===== config.mk =====
export PLATFORM = sky130hd
export DESIGN_NAME = dvp_pixel_packer
export DESIGN_NICKNAME = d
export VERILOG_FILES = /design/src/rtl/dvp_rx_pkg.sv /design/src/rtl/sync_fifo.sv /design/src/rtl/dvp_pixel_packer.sv
export SDC_FILE = /design/constraint.sdc
export NUM_CORES = 1
export LEC_CHECK = 0
export ABC_AREA = 0
export BUFFER_PORTS_ARGS = -buffer_cell sky130_fd_sc_hd__buf_2
export CORE_MARGIN = 4
export CORE_UTILIZATION = 61
export CTS_CLUSTER_DIAMETER = 30
export DETAILED_ROUTE_END_ITERATION = 8
export GPL_TIMING_DRIVEN = 0
export PLACE_DENSITY_LB_ADDON = 0.3
export SLEW_MARGIN = 20
export SYNTH_ARGS = -nofsm -noshare
export SYNTH_HDL_FRONTEND = slang
export SYNTH_SLANG_ARGS = --single-unit

===== constraint.sdc =====
create_clock -name clk -period 7.5 [get_ports clk]
set_input_delay 1.5 -clock clk [delete_from_list [all_inputs] [get_ports clk]]
set_output_delay 1.5 -clock clk [all_outputs]
set_load 0.02 [all_outputs]

===== src/rtl/dvp_rx_pkg.sv =====
// dvp_rx_pkg: shared types and constants for the DVP receive path
package dvp_rx_pkg;

    typedef enum logic [1:0] {
        IDLE     = 2'd0,
        WAIT_SOF = 2'd1,
        ACTIVE   = 2'd2,
        DROP     = 2'd3
    } state_t;

    localparam int CFG_CAP_EN_BIT = 0;

    function automatic int bytes_per_word(input int data_w, input int pxl_w);
        return data_w / pxl_w;
    endfunction

endpackage


===== src/rtl/sync_fifo.sv =====
// sync_fifo: single-clock first-word-fall-through FIFO with full/empty flags
module sync_fifo #(
    parameter int WIDTH = 33,
    parameter int DEPTH = 8
) (
    input  logic             clk,
    input  logic             rst_n,
    input  logic             push_i,
    input  logic [WIDTH-1:0] din_i,
    input  logic             pop_i,
    output logic [WIDTH-1:0] dout_o,
    output logic             full_o,
    output logic             empty_o
);

    localparam int AW = $clog2(DEPTH);

    logic [AW:0]      wr_q, wr_d, rd_q, rd_d;
    logic [WIDTH-1:0] mem_q [DEPTH];
    logic             we, re;

    assign full_o  = (wr_q[AW] != rd_q[AW]) && (wr_q[AW-1:0] == rd_q[AW-1:0]);
    assign empty_o = (wr_q == rd_q);
    assign dout_o  = mem_q[rd_q[AW-1:0]];

    // accept a write when there is room or the head leaves in the same cycle
    always_comb begin
        we   = push_i & (~full_o | pop_i);
        re   = pop_i & ~empty_o;
        wr_d = wr_q + {{AW{1'b0}}, we};
        rd_d = rd_q + {{AW{1'b0}}, re};
    end

    // pointer registers
    always_ff @(posedge clk or negedge rst_n) begin
        if (!rst_n) begin
            wr_q <= '0;
            rd_q <= '0;
        end else begin
            wr_q <= wr_d;
            rd_q <= rd_d;
        end
    end

    // storage array, contents are only observed behind the empty flag
    always_ff @(posedge clk) begin
        if (we) mem_q[wr_q[AW-1:0]] <= din_i;
    end

endmodule


===== src/rtl/dvp_pixel_packer.sv =====
// dvp_pixel_packer: frames the DVP byte stream and packs bytes into FIFO-buffered words
module dvp_pixel_packer
    import dvp_rx_pkg::*;
#(
    parameter int DATA_W     = 32,
    parameter int PXL_W      = 8,
    parameter int FIFO_DEPTH = 8,
    parameter int LINE_CNT_W = 12
) (
    input  logic                  clk,
    input  logic                  rst_n,
    input  logic                  cap_en_i,
    input  logic                  dvp_pclk_en_i,
    input  logic                  dvp_vsync_i,
    input  logic                  dvp_href_i,
    input  logic [PXL_W-1:0]      dvp_d_i,
    output logic [DATA_W-1:0]     pxl_data_o,
    output logic                  pxl_last_o,
    output logic                  pxl_valid_o,
    input  logic                  pxl_ready_i,
    output logic                  frame_done_o,
    output logic                  ovf_o,
    output logic [LINE_CNT_W-1:0] line_cnt_o
);

    localparam int BPW = bytes_per_word(DATA_W, PXL_W);
    localparam int IW  = $clog2(BPW);

    state_t                state_q, state_d;
    logic                  vs_q, vs_d, hr_q, hr_d;
    logic [IW-1:0]         idx_q, idx_d;
    logic [DATA_W-1:0]     acc_q, acc_d, stg_q, stg_d, pad, push_word;
    logic                  cmp_q, cmp_d, stg_v_q, stg_v_d, fin_q, fin_d;
    logic                  done_q, done_d, ovf_q, ovf_d;
    logic [LINE_CNT_W-1:0] line_q, line_d;
    logic                  pe, sof, eof, eol, push, push_last, pop, ovf_ev, full, empty;
    logic [DATA_W:0]       fifo_dout;

    // the second write of a two-word flush blocks sampling for that cycle
    assign pe  = dvp_pclk_en_i & ~fin_q;
    assign sof = pe & vs_q & ~dvp_vsync_i;
    assign eof = pe & ~vs_q & dvp_vsync_i;
    assign eol = pe & hr_q & ~dvp_href_i;
    assign pop = ~empty & pxl_ready_i;

    // partial word with the lanes not yet written forced to zero
    always_comb begin
        pad = '0;
        for (int i = 0; i < BPW; i++)
            pad[i*PXL_W +: PXL_W] = (i < int'(idx_q)) ? acc_q[i*PXL_W +: PXL_W] : '0;
    end

    // framing FSM, byte packing, staging, flush and overflow handling
    always_comb begin
        state_d   = state_q;
        vs_d      = pe ? dvp_vsync_i : vs_q;
        hr_d      = pe ? dvp_href_i : hr_q;
        idx_d     = idx_q;
        acc_d     = acc_q;
        cmp_d     = cmp_q;
        stg_d     = stg_q;
        stg_v_d   = stg_v_q;
        fin_d     = fin_q;
        done_d    = 1'b0;
        line_d    = line_q;
        push      = 1'b0;
        push_word = stg_q;
        push_last = 1'b0;
        unique case (state_q)
            IDLE: state_d = cap_en_i ? WAIT_SOF : IDLE;
            WAIT_SOF: begin
                if (!cap_en_i) begin
                    state_d = IDLE;
                end else if (sof) begin
                    state_d = ACTIVE;
                    line_d  = '0;
                end
            end
            ACTIVE: begin
                if (eof) begin
                    state_d = cap_en_i ? WAIT_SOF : IDLE;
                    idx_d   = '0;
                    cmp_d   = 1'b0;
                    if (stg_v_q && (cmp_q || idx_q != '0)) begin
                        push    = 1'b1;
                        stg_d   = cmp_q ? acc_q : pad;
                        stg_v_d = 1'b1;
                        fin_d   = 1'b1;
                    end else begin
                        push      = cmp_q || idx_q != '0 || stg_v_q;
                        push_word = cmp_q ? acc_q : (idx_q != '0) ? pad : stg_q;
                        push_last = 1'b1;
                        stg_v_d   = 1'b0;
                        done_d    = 1'b1;
                    end
                end else begin
                    if (cmp_q) begin
                        push    = stg_v_q;
                        stg_d   = acc_q;
                        stg_v_d = 1'b1;
                        cmp_d   = 1'b0;
                    end
                    if (pe && dvp_href_i) begin
                        acc_d[idx_q*PXL_W +: PXL_W] = dvp_d_i;
                        idx_d = (idx_q == IW'(BPW-1)) ? '0 : idx_q + 1'b1;
                        cmp_d = (idx_q == IW'(BPW-1));
                    end
                    if (eol) line_d = (&line_q) ? line_q : line_q + 1'b1;
                end
            end
            DROP: if (eof) state_d = cap_en_i ? WAIT_SOF : IDLE;
        endcase
        if (fin_q) begin
            push      = 1'b1;
            push_last = 1'b1;
            stg_v_d   = 1'b0;
            fin_d     = 1'b0;
            done_d    = 1'b1;
        end
        ovf_ev = push & full & ~pop;
        if (ovf_ev) begin
            done_d  = 1'b0;
            stg_v_d = 1'b0;
            idx_d   = '0;
            cmp_d   = 1'b0;
            fin_d   = 1'b0;
            if (state_d == ACTIVE) state_d = DROP;
        end
        ovf_d = ovf_ev | (ovf_q & cap_en_i);
    end

    // state registers
    always_ff @(posedge clk or negedge rst_n) begin
        if (!rst_n) begin
            state_q <= IDLE;
            vs_q    <= 1'b0;
            hr_q    <= 1'b0;
            idx_q   <= '0;
            acc_q   <= '0;
            cmp_q   <= 1'b0;
            stg_q   <= '0;
            stg_v_q <= 1'b0;
            fin_q   <= 1'b0;
            done_q  <= 1'b0;
            ovf_q   <= 1'b0;
            line_q  <= '0;
        end else begin
            state_q <= state_d;
            vs_q    <= vs_d;
            hr_q    <= hr_d;
            idx_q   <= idx_d;
            acc_q   <= acc_d;
            cmp_q   <= cmp_d;
            stg_q   <= stg_d;
            stg_v_q <= stg_v_d;
            fin_q   <= fin_d;
            done_q  <= done_d;
            ovf_q   <= ovf_d;
            line_q  <= line_d;
        end
    end

    sync_fifo #(
        .WIDTH (DATA_W + 1),
        .DEPTH (FIFO_DEPTH)
    ) u_fifo (
        .clk     (clk),
        .rst_n   (rst_n),
        .push_i  (push),
        .din_i   ({push_last, push_word}),
        .pop_i   (pop),
        .dout_o  (fifo_dout),
        .full_o  (full),
        .empty_o (empty)
    );

    assign pxl_valid_o  = ~empty;
    assign pxl_data_o   = empty ? '0 : fifo_dout[DATA_W-1:0];
    assign pxl_last_o   = ~empty & fifo_dout[DATA_W];
    assign frame_done_o = done_q;
    assign ovf_o        = ovf_q;
    assign line_cnt_o   = line_q;

endmodule


==> metrics.yaml <==
power_density_nw_per_um2: 392.3
synth.most_common_cell: "edfxtp_1"
overflow: 0
insertion_delay_ns: 0.56
critical_path.cell_chain: "clkbuf_1, xnor2_1, nand3_1, nor2b_1, clkbuf_1, clkbuf_1, nor2_1, buf_2"
yosysSeqAreaShare_pct: 68.80
grt_pass1_wl_um: 52960
synth.distinct_cells: 55
hold_class: "reg -> reg"
rr_endpoint: "u_fifo.mem_q[3][17]"
criticalPathCategory: "reg -> out"
antenna_found_initial: 0
postLayoutCellArea_sq_um: 18000
fp.dieW_um: 164.7
final_nets: 1181
postCtsHoldBufs: 0
ys_ff_latch: 359
via_per_inst: 6.025
setup.reg_to_reg.worst_slack_ns: 3.89
core_sq_um: 24250
finClkSkew_ns: 0.01894
cts_num_sinks: 359
vias: 9176
numCtsBuffers: 55
gp_congestion: 0.8617
cts.path.max_buffers: 3
setup_viol: 0
wl_met1_um: 13870
drv_slew: 0
synth_ff_type: "edfxtp_1"
cts-root-buf: "clkbuf_16"
portBuffers: 62
critPathMostFrequentCell: "clkbuf_1"
cts_tree: "built"
route.detailed.drc: 0
syn_avg_cell_area_sq_um: 15.14
start_util_pct: 61.77
hold_viol: 0
ctsResizeCount: 0
synthCells: 989
relSlewSlack_pct: 26.83
io_pins: 63
p_leak_nw: 6.787
setup.worst_path.end_class: "output port"
async_flop_share_pct: 26.46
crit_required_ns: 6.00
met2_length_um: 16390
r2r_start: "idx_q[0]"
startpoint: "u_fifo.rd_q[0]"
cp_slowest_cell: "clkbuf_1"
grt_setup_unrepaired: "no"
dpl_cell_area_sq_um: 16070
insertedDiodeCount: 0
drt.antenna.violating_nets: 0
maxCapViolations: 0
dp_cells: 1423
rows: 57
wl_met3_um: 2404
fill_cells: 1446
drive_above_1_share_pct: 26.11
drt_iter0_drc: 764
synth_fp_nets: 1014
crit_path_max_fanout: 10
crit_cells: 8
synth_area_leaders: "edfxtp_1 53%, dfrtp_1 16%, mux4_2 9.9%"
crit_family: "buffers and inverters"
first_global_vias: 9405
max_freq_ghz: 0.2210
peakVddDrop_mv: 0.3109
min_period_ns: 4.524
tightest_slew_ns: 1.086
grt.total_usage_pct: 25.83
synth_top_area_cell: "edfxtp_1"
synth_top_area_share_pct: 52.93
outcome: "complete, no violations"
max_stage_delay_ns: 0.52
final_cells: 1523
routedWlPerCell_um: 22.11
ctsHtreeMaxLevel: 2
startpoint_type: "flip-flop"
clkTransAtPathRegs_ns: 0.05
synth_edf_count: 264
grt_max_degree: 64
cp-endpoint: "pxl_data_o[23]"
crit_buf_inv: 4
yosysWarnings: 0
post_cts.repair.setup_buffers: 0
reg2regPathDepth: 12
firstDrtPassIters: 7
worstPathArrival_ns: 3.02
top_layer: "met4"
synth_common_cells: "264 x edfxtp_1, 156 x nand2_1, 95 x dfrtp_1"
die_h_um: 164.7
area_growth_pct: 20.21
drt-total-wl_um: 33670
dieArea_sq_um: 27130
synth_area_sq_um: 14980
finalCritPeriodShare_pct: 60.32
dpl.hpwl_um: 21810
==> worst reg2reg max path: stages (launching register included) <==
cell and delay (ns):
dfrtp_1 0.50, inv_1 0.15, ha_1 0.21, buf_2 0.18, nand2b_1 0.09, a21oi_1 0.09, o21a_1 0.24, buf_2 0.21
nor4_2 0.78, buf_4 0.29, buf_4 0.18, buf_2 0.22, buf_4 0.19
==> layout make-up <==
class | count | area [sq um] | share of cell area [%]
clock buffers | 62 | 1465 | 8.138
repair buffers | 110 | 639.4 | 3.551
inverters | 41 | 153.9 | 0.8548
plain buffers | 58 | 271.5 | 1.508
multi-input cells | 531 | 4297 | 23.86
flip-flops and latches | 359 | 10300 | 57.23
well taps | 324 | 405.4 | 2.252
clock inverters | 38 | 467.9 | 2.599
==> flip-flops by register name (all words and copies together) (netlist names) <==
| register | flops |
|---|---|
| acc_q | 32 |
| frame_done_o | 1 |
| state_q | 2 |
| vs_q | 1 |
| u_fifo.wr_q | 4 |
| stg_v_q | 1 |
| stg_q | 32 |
| cmp_q | 1 |
| idx_q | 2 |
| u_fifo.mem_q | 264 |
| hr_q | 1 |
| u_fifo.rd_q | 4 |
| line_cnt_o | 12 |
| fin_q | 1 |
| ovf_o | 1 |
==> placed cells by master (no fill, tap or decap), drive strengths merged, types with 5 or more instances in the layout <==
master and count:
a21oi 25, buf 143, bufinv 8, clkbuf 87, clkinv 17, dfrtp 95
edfxtp 264, ha 10, inv 51, mux2i 63, mux4 66, nand2 156
nand2b 7, nand3 13, nand4 8, nor2 39, nor3 5, nor4 9
nor4b 6, o2111ai 8, o21ai 63, or4 5, xnor2 6
==> where the power goes <==
part           switching [W]  internal (W)  total, W  leakage [nW]
registers          0.0000833       0.00249   0.00257          3.57
logic                0.00118      0.000699   0.00188          2.27
clock network       0.000917       0.00170   0.00261         0.945
==> cells by family after synthesis <==
family | share of synthesized area, %
buffers and inverters | 2.840
and+or+nand+nor | 8.329
AOI/OAI and AO/OA | 4.595
DFF | 68.80
adders and majority gates | 0.8354
muxes | 14.13
xor gates and xnor gates | 0.4678
==> how the worst min path moves through the flow <==
stage	startpoint	to	depth (start not counted)
after CTS	hr_q	hr_q	1
after global routing	hr_q	hr_q	1
final	hr_q	hr_q	1
after detailed placement	hr_q	hr_q	1
after global placement	hr_q	hr_q	1
after floorplan	hr_q	hr_q	1
==> metal layers <==
metal,GRT usage [%],vias to the layer above
met5,0,-
met4,8.582,0
met3,4.792,75
met2,41.15,385
met1,36.81,4647
li1,-,4069
==> per-stage QoR <==
stage	hold slack (ns)	total power [W]	utilization (%)	TNS, ns	setup slack, ns
finish	0.4781	0.007064	74.25	0	2.976
detailed placement	0.4655	0.004469	66.28	0	3.018
floorplan	0.4417	0.003888	-	0	1.182
global placement	0.4627	0.004407	64.72	-484.65	-2.580
global route	0.4997	0.007377	74.25	0	2.804
CTS	0.4816	0.007097	74.25	0	2.946
(Power assumes the default switching activity.)
